[config.mk]
export PLATFORM = sky130hd
export DESIGN_NAME = pwm_capture
export DESIGN_NICKNAME = d
export VERILOG_FILES = /design/src/rtl/pwm_capture.sv
export SDC_FILE = /design/constraint.sdc
export NUM_CORES = 1
export LEC_CHECK = 0
export CORE_AREA = 2 2 123 149
export CTS_CLUSTER_SIZE = 24
export DETAILED_ROUTE_END_ITERATION = 12
export DIE_AREA = 0 0 125 151
export PLACE_DENSITY = 0.45
export SLEW_MARGIN = 20
export SYNTH_ARGS = -nofsm -noshare
export SYNTH_HDL_FRONTEND = slang
export SYNTH_SLANG_ARGS = --single-unit
[constraint.sdc]
create_clock -name clkforcounter -period 5.2 [get_ports clkforcounter]
set_clock_uncertainty 0.05 [all_clocks]
set_input_delay 0.52 -clock clkforcounter [delete_from_list [all_inputs] [get_ports clkforcounter]]
set_output_delay 0.52 -clock clkforcounter [all_outputs]
set_load 0.02 [all_outputs]
[src/rtl/pwm_capture.sv]
// Multi-lane PWM pulse-width decoder: counts high cycles per lane over a 2^DWIDTH window, then streams results.
// Optional macro PWM_CAPTURE_GLITCH_CHECK_EN adds per-lane fall-then-rise detection folded into out_flag.
module pwm_capture #(
  parameter int STAGE  = 8,
  parameter int DWIDTH = 8,
  localparam int LW    = (STAGE > 1) ? $clog2(STAGE) : 1
) (
  input  logic              clkforcounter,
  input  logic              rst,
  input  logic              hsync,
  input  logic [0:STAGE-1]  in,
  output logic              out_valid,
  input  logic              out_ready,
  output logic [DWIDTH-1:0] out_data,
  output logic [LW-1:0]     out_lane,
  output logic              out_flag,
  output logic              busy,
  output logic              drop,
  output logic              frame_done
);

  typedef enum logic [1:0] {IDLE, MEASURE, DRAIN} state_e;

  state_e            state_q, state_d;
  logic [DWIDTH-1:0] win_q, win_d;
  logic [LW-1:0]     lane_q, lane_d;
  logic              valid_q, valid_d;
  logic              drop_q, drop_d;
  logic              done_q, done_d;
  logic [DWIDTH-1:0] cnt_q [STAGE];
  logic [DWIDTH-1:0] cnt_d [STAGE];
  logic [STAGE-1:0]  sat_q, sat_d;
  logic [STAGE-1:0]  glitch_q;

`ifdef PWM_CAPTURE_GLITCH_CHECK_EN
  logic [STAGE-1:0]  prev_q, prev_d;
  logic [STAGE-1:0]  fell_q, fell_d;
  logic [STAGE-1:0]  glitch_d;
`else
  assign glitch_q = '0;
`endif

  always_comb begin
    state_d = state_q;
    win_d   = win_q;
    lane_d  = lane_q;
    valid_d = valid_q;
    drop_d  = 1'b0;
    done_d  = 1'b0;
    cnt_d   = cnt_q;
    sat_d   = sat_q;
`ifdef PWM_CAPTURE_GLITCH_CHECK_EN
    prev_d   = prev_q;
    fell_d   = fell_q;
    glitch_d = glitch_q;
`endif
    case (state_q)
      IDLE: begin
        if (hsync) begin
          state_d = MEASURE;
          win_d   = '0;
          lane_d  = '0;
          valid_d = 1'b0;
          for (int i = 0; i < STAGE; i++) cnt_d[i] = '0;
          sat_d   = '0;
`ifdef PWM_CAPTURE_GLITCH_CHECK_EN
          prev_d   = '0;
          fell_d   = '0;
          glitch_d = '0;
`endif
        end
      end
      MEASURE: begin
        drop_d = hsync;
        win_d  = win_q + DWIDTH'(1);
        for (int i = 0; i < STAGE; i++) begin
          // A full counter holds its value and records saturation instead of wrapping.
          if (in[i]) begin
            if (cnt_q[i] == '1) sat_d[i] = 1'b1;
            else                cnt_d[i] = cnt_q[i] + DWIDTH'(1);
          end
`ifdef PWM_CAPTURE_GLITCH_CHECK_EN
          if (prev_q[i] && !in[i]) fell_d[i]   = 1'b1;
          if (fell_q[i] && in[i])  glitch_d[i] = 1'b1;
          prev_d[i] = in[i];
`endif
        end
        if (win_q == '1) state_d = DRAIN;
      end
      DRAIN: begin
        drop_d = hsync;
        if (!valid_q) begin
          valid_d = 1'b1;
        end else if (out_ready) begin
          if (lane_q == LW'(STAGE - 1)) begin
            state_d = IDLE;
            valid_d = 1'b0;
            lane_d  = '0;
            done_d  = 1'b1;
          end else begin
            lane_d = lane_q + LW'(1);
          end
        end
      end
      default: state_d = IDLE;
    endcase
  end

  always_ff @(posedge clkforcounter) begin
    if (!rst) begin
      state_q <= IDLE;
      win_q   <= '0;
      lane_q  <= '0;
      valid_q <= 1'b0;
      drop_q  <= 1'b0;
      done_q  <= 1'b0;
      for (int i = 0; i < STAGE; i++) cnt_q[i] <= '0;
      sat_q   <= '0;
`ifdef PWM_CAPTURE_GLITCH_CHECK_EN
      prev_q   <= '0;
      fell_q   <= '0;
      glitch_q <= '0;
`endif
    end else begin
      state_q <= state_d;
      win_q   <= win_d;
      lane_q  <= lane_d;
      valid_q <= valid_d;
      drop_q  <= drop_d;
      done_q  <= done_d;
      cnt_q   <= cnt_d;
      sat_q   <= sat_d;
`ifdef PWM_CAPTURE_GLITCH_CHECK_EN
      prev_q   <= prev_d;
      fell_q   <= fell_d;
      glitch_q <= glitch_d;
`endif
    end
  end

  // Data and flag are gated so they read zero whenever no beat is offered.
  assign out_valid  = valid_q;
  assign out_lane   = lane_q;
  assign out_data   = valid_q ? cnt_q[lane_q] : '0;
  assign out_flag   = valid_q & (sat_q[lane_q] | glitch_q[lane_q]);
  assign busy       = (state_q != IDLE);
  assign drop       = drop_q;
  assign frame_done = done_q;

endmodule

==> flow_summary_export.csv <==
group,metric,value,unit
detailed_routing,wire_per_inst,19.09,um
die,rows,53,
setup_path,worst_path_largest_cell_delay,0.79,ns
placement,dpl-instance-area,5600,um2
synth,synth_area_leaders,"dfxtp_1 34%, mux4_2 7.9%, nand3_1 5.3%, mux2i_1 4.3%, nand2_1 3.7%",
clock_network,clk_pin_slew_worst_paths,0.07,ns
finish,n_fill_cell,1812,
detailed_routing,vias,4783,
grt,grt.overflow.total,0,
sta,period_share,0.6585,
sta,hold_ws,0.4275,ns
finish,multi_input_area,3181,um2
placement,io_buffers,27,
finish,seqCellArea,1763,um2
job,cap_violations,0,
die,die_area,18880,um2
synth,synth_top_area_frac,0.3422,
setup_path,r2r_slack,2.38,ns
clock_network,cts_buffer_depth,2,
clock_network,cts_buffers,9,
placement,dp_hpwl,11190,um
synth,synth-seq-cells,88,
setup_path,critical_path_arrival,2.85,ns
setup_path,cp-end-kind,"primary output",
sta,rsz0062_at_grt,"no",
synth,ys_async_sr_fraction,0,
grt,antenna_found_initial,0,
power_and_ir_drop,p_per_area,339.9,nW/um2
clock_network,cts_setup_buffers,0,
synth,syn_area,5149,um2
clock_network,root_buffer,"clkbuf_16",
setup_path,cp.required,4.63,ns
setup_path,cp_num_buf_inv,2,
power_and_ir_drop,finalPower,2.005,mW
die,initial_core_util,0.2963,
synth,yosysMostFrequentCell,"dfxtp_1",
clock_network,clkLatencyLatePin,0.36,ns
sta,hold_viol_final,0,
sta,final-max-slew-violation-count,0,
hold_path,worstHoldPathCells,2,
grt,grt_pass1_wl,25140,um
setup_path,cp.depth,5,
sta,fin_setup_tns,0,ns
synth,synth_cell_types,64,
setup_path,crit_chain,"buf_4, mux4_2, mux2i_1, nor2b_1, clkdlybuf4s50_1",
finish,design_area,5901,um2
die,fp.dieW,125,um
setup_path,critical_path_class,"flip-flop to primary output",
finish,diodes,0,
die,die_y,151,um
power_and_ir_drop,p_leak,1.994,nW
detailed_routing,ant_nets,0,
synth,synth_ff_type,"dfxtp_1",
placement,routabilityCongestion,0.8127,
synth,yosys-top-cells-count,"88 x dfxtp_1, 55 x nand3_1, 51 x nand2_1",
setup_path,cp-start-kind,"flip-flop",
sta,min_period,3.424,ns
sta,finalSetupViolations,0,
detailed_routing,routed_wl,15850,um
grt,grt_pass1_vias,4505,
synth,synth_edf_count,0,
synth,synth_warnings,0,
setup_path,cp_slowest_cell,"dfxtp_1",
clock_network,cts_hold_buffers,0,
setup_path,path_delay_family,"buffers and inverters",
grt,grt_start_max_net_pins,35,
clock_network,cts_tree,"built",
synth,synth-seq-area-share,0.3422,
setup_path,r2r_cells,8,
synth,synth.avg_cell_area,8.668,um2
detailed_routing,vias_per_cell,5.763,
sta,max_slew_margin,0.3504,
clock_network,ctsResizeCount,0,
clock_network,cts_sinks,88,
detailed_routing,drc,0,
power_and_ir_drop,vdd_ir_drop_max,177.0,uV
finish,nNetsFinal,632,
sta,worst_pin_slew,0.9738,ns
status,status,"completed",
finish,layout-drive-gt1-share,0.08852,
hold_path,hp-class,"flip-flop to flip-flop",
detailed_routing,drt_first_pass_iters,5,
grt,track_usage,0.1706,
die,core_area,17370,um2
synth,synth_fp_nets,620,
die,pin_count,28,
sta,fmax,292.0,MHz
clock_network,h-tree-depth,3,
synth,yosys.area.top_type,"dfxtp_1",
synth,syn_inst,594,
setup_path,cp_max_fo,12,
detailed_routing,drtIter0Drc,382,
finish,area_growth_syn_to_layout,14.61,%
-- final timing paths --
kind	start	endpoint
max reg2reg	state_q[1]	cnt_q[47]
max	out_lane[1]	out_data[7]
min reg2reg	sat_q[6]	sat_q[6]
min	sat_q[6]	sat_q[6]
-- cell usage in the layout (no fill, tap or decap), drive strengths merged, types with 4 or more instances in the layout --
master          n
nor3           13
o22ai           4
nand3          55
nand4          24
and2            9
a21oi          28
a211o           5
clkdlybuf4s50  27
inv            14
clkbuf         13
o21ai          25
and3           16
nor2           34
nand2          51
mux4           18
mux2i          23
a21o            7
dfxtp          88
a22o            4
nor2b          14
o211ai         13
buf             8
a31oi          13
ha             14
a21boi          4
or3            11
nand2b          6
nor4            9
o31ai           8
-- cell type report --
| cell class | count | area share |
|---|---|---|
| clock buffer | 13 | 0.04411 |
| clock inverter | 2 | 0.006573 |
| inverter | 14 | 0.008906 |
| multi-input combinational | 458 | 0.5390 |
| sequential | 88 | 0.2988 |
| tap | 220 | 0.04665 |
| timing repair buffer | 35 | 0.05598 |
-- flip-flops by register name, summed over array words and instances (netlist names) --
name and flops:
cnt_q 64, sat_q 8, win_q 8, out_lane 3, state_q 2, drop 1, frame_done 1, out_valid 1
-- per-layer routing --
| layer | vias up | global-route usage | share of wire |
|---|---|---|---|
| met5 | - | 0 | 0 |
| met4 | 0 | 0.08667 | 0.025 |
| met3 | 24 | 0.02261 | 0.046 |
| met2 | 126 | 0.2690 | 0.46 |
| met1 | 2344 | 0.2299 | 0.47 |
| li1 | 2289 | - | - |
-- cells by family (layout without fill, tap and decap cells) --
kind of cell    Yosys count  count (layout)  share of synthesized area
simple gates            260             260                     0.2649
compound gates          136             136                     0.1810
flops                    88              88                     0.3422
buf+inv                  48              64                    0.04010
mux                      43              43                     0.1293
fa+ha+maj                14              14                    0.03402
xor+xnor                  5               5                   0.008507
-- worst min-delay path: stages (launching register included) --
cell and delay [ns]:
dfxtp_1 0.33, a31oi_1 0.05, nor2_1 0.07
-- stage by stage --
| stage | worst slack, ns | instances | util |
|---|---|---|---|
| after floorplan | 2.991 | 594 | - |
| after global placement | 2.108 | 815 | 0.3223 |
| after detailed placement | 2.054 | 815 | 0.3223 |
| after CTS | 1.685 | 830 | 0.3396 |
| after global routing | 1.660 | 830 | 0.3396 |
| final | 1.776 | 830 | 0.3396 |
-- where the power goes --
part | internal, mW | switching (mW)
sequential | 0.695 | 0.0349
combinational | 0.184 | 0.411
clock | 0.398 | 0.283
total | 1.28 | 0.729
Note: power is estimated with default switching activity, not from simulation.
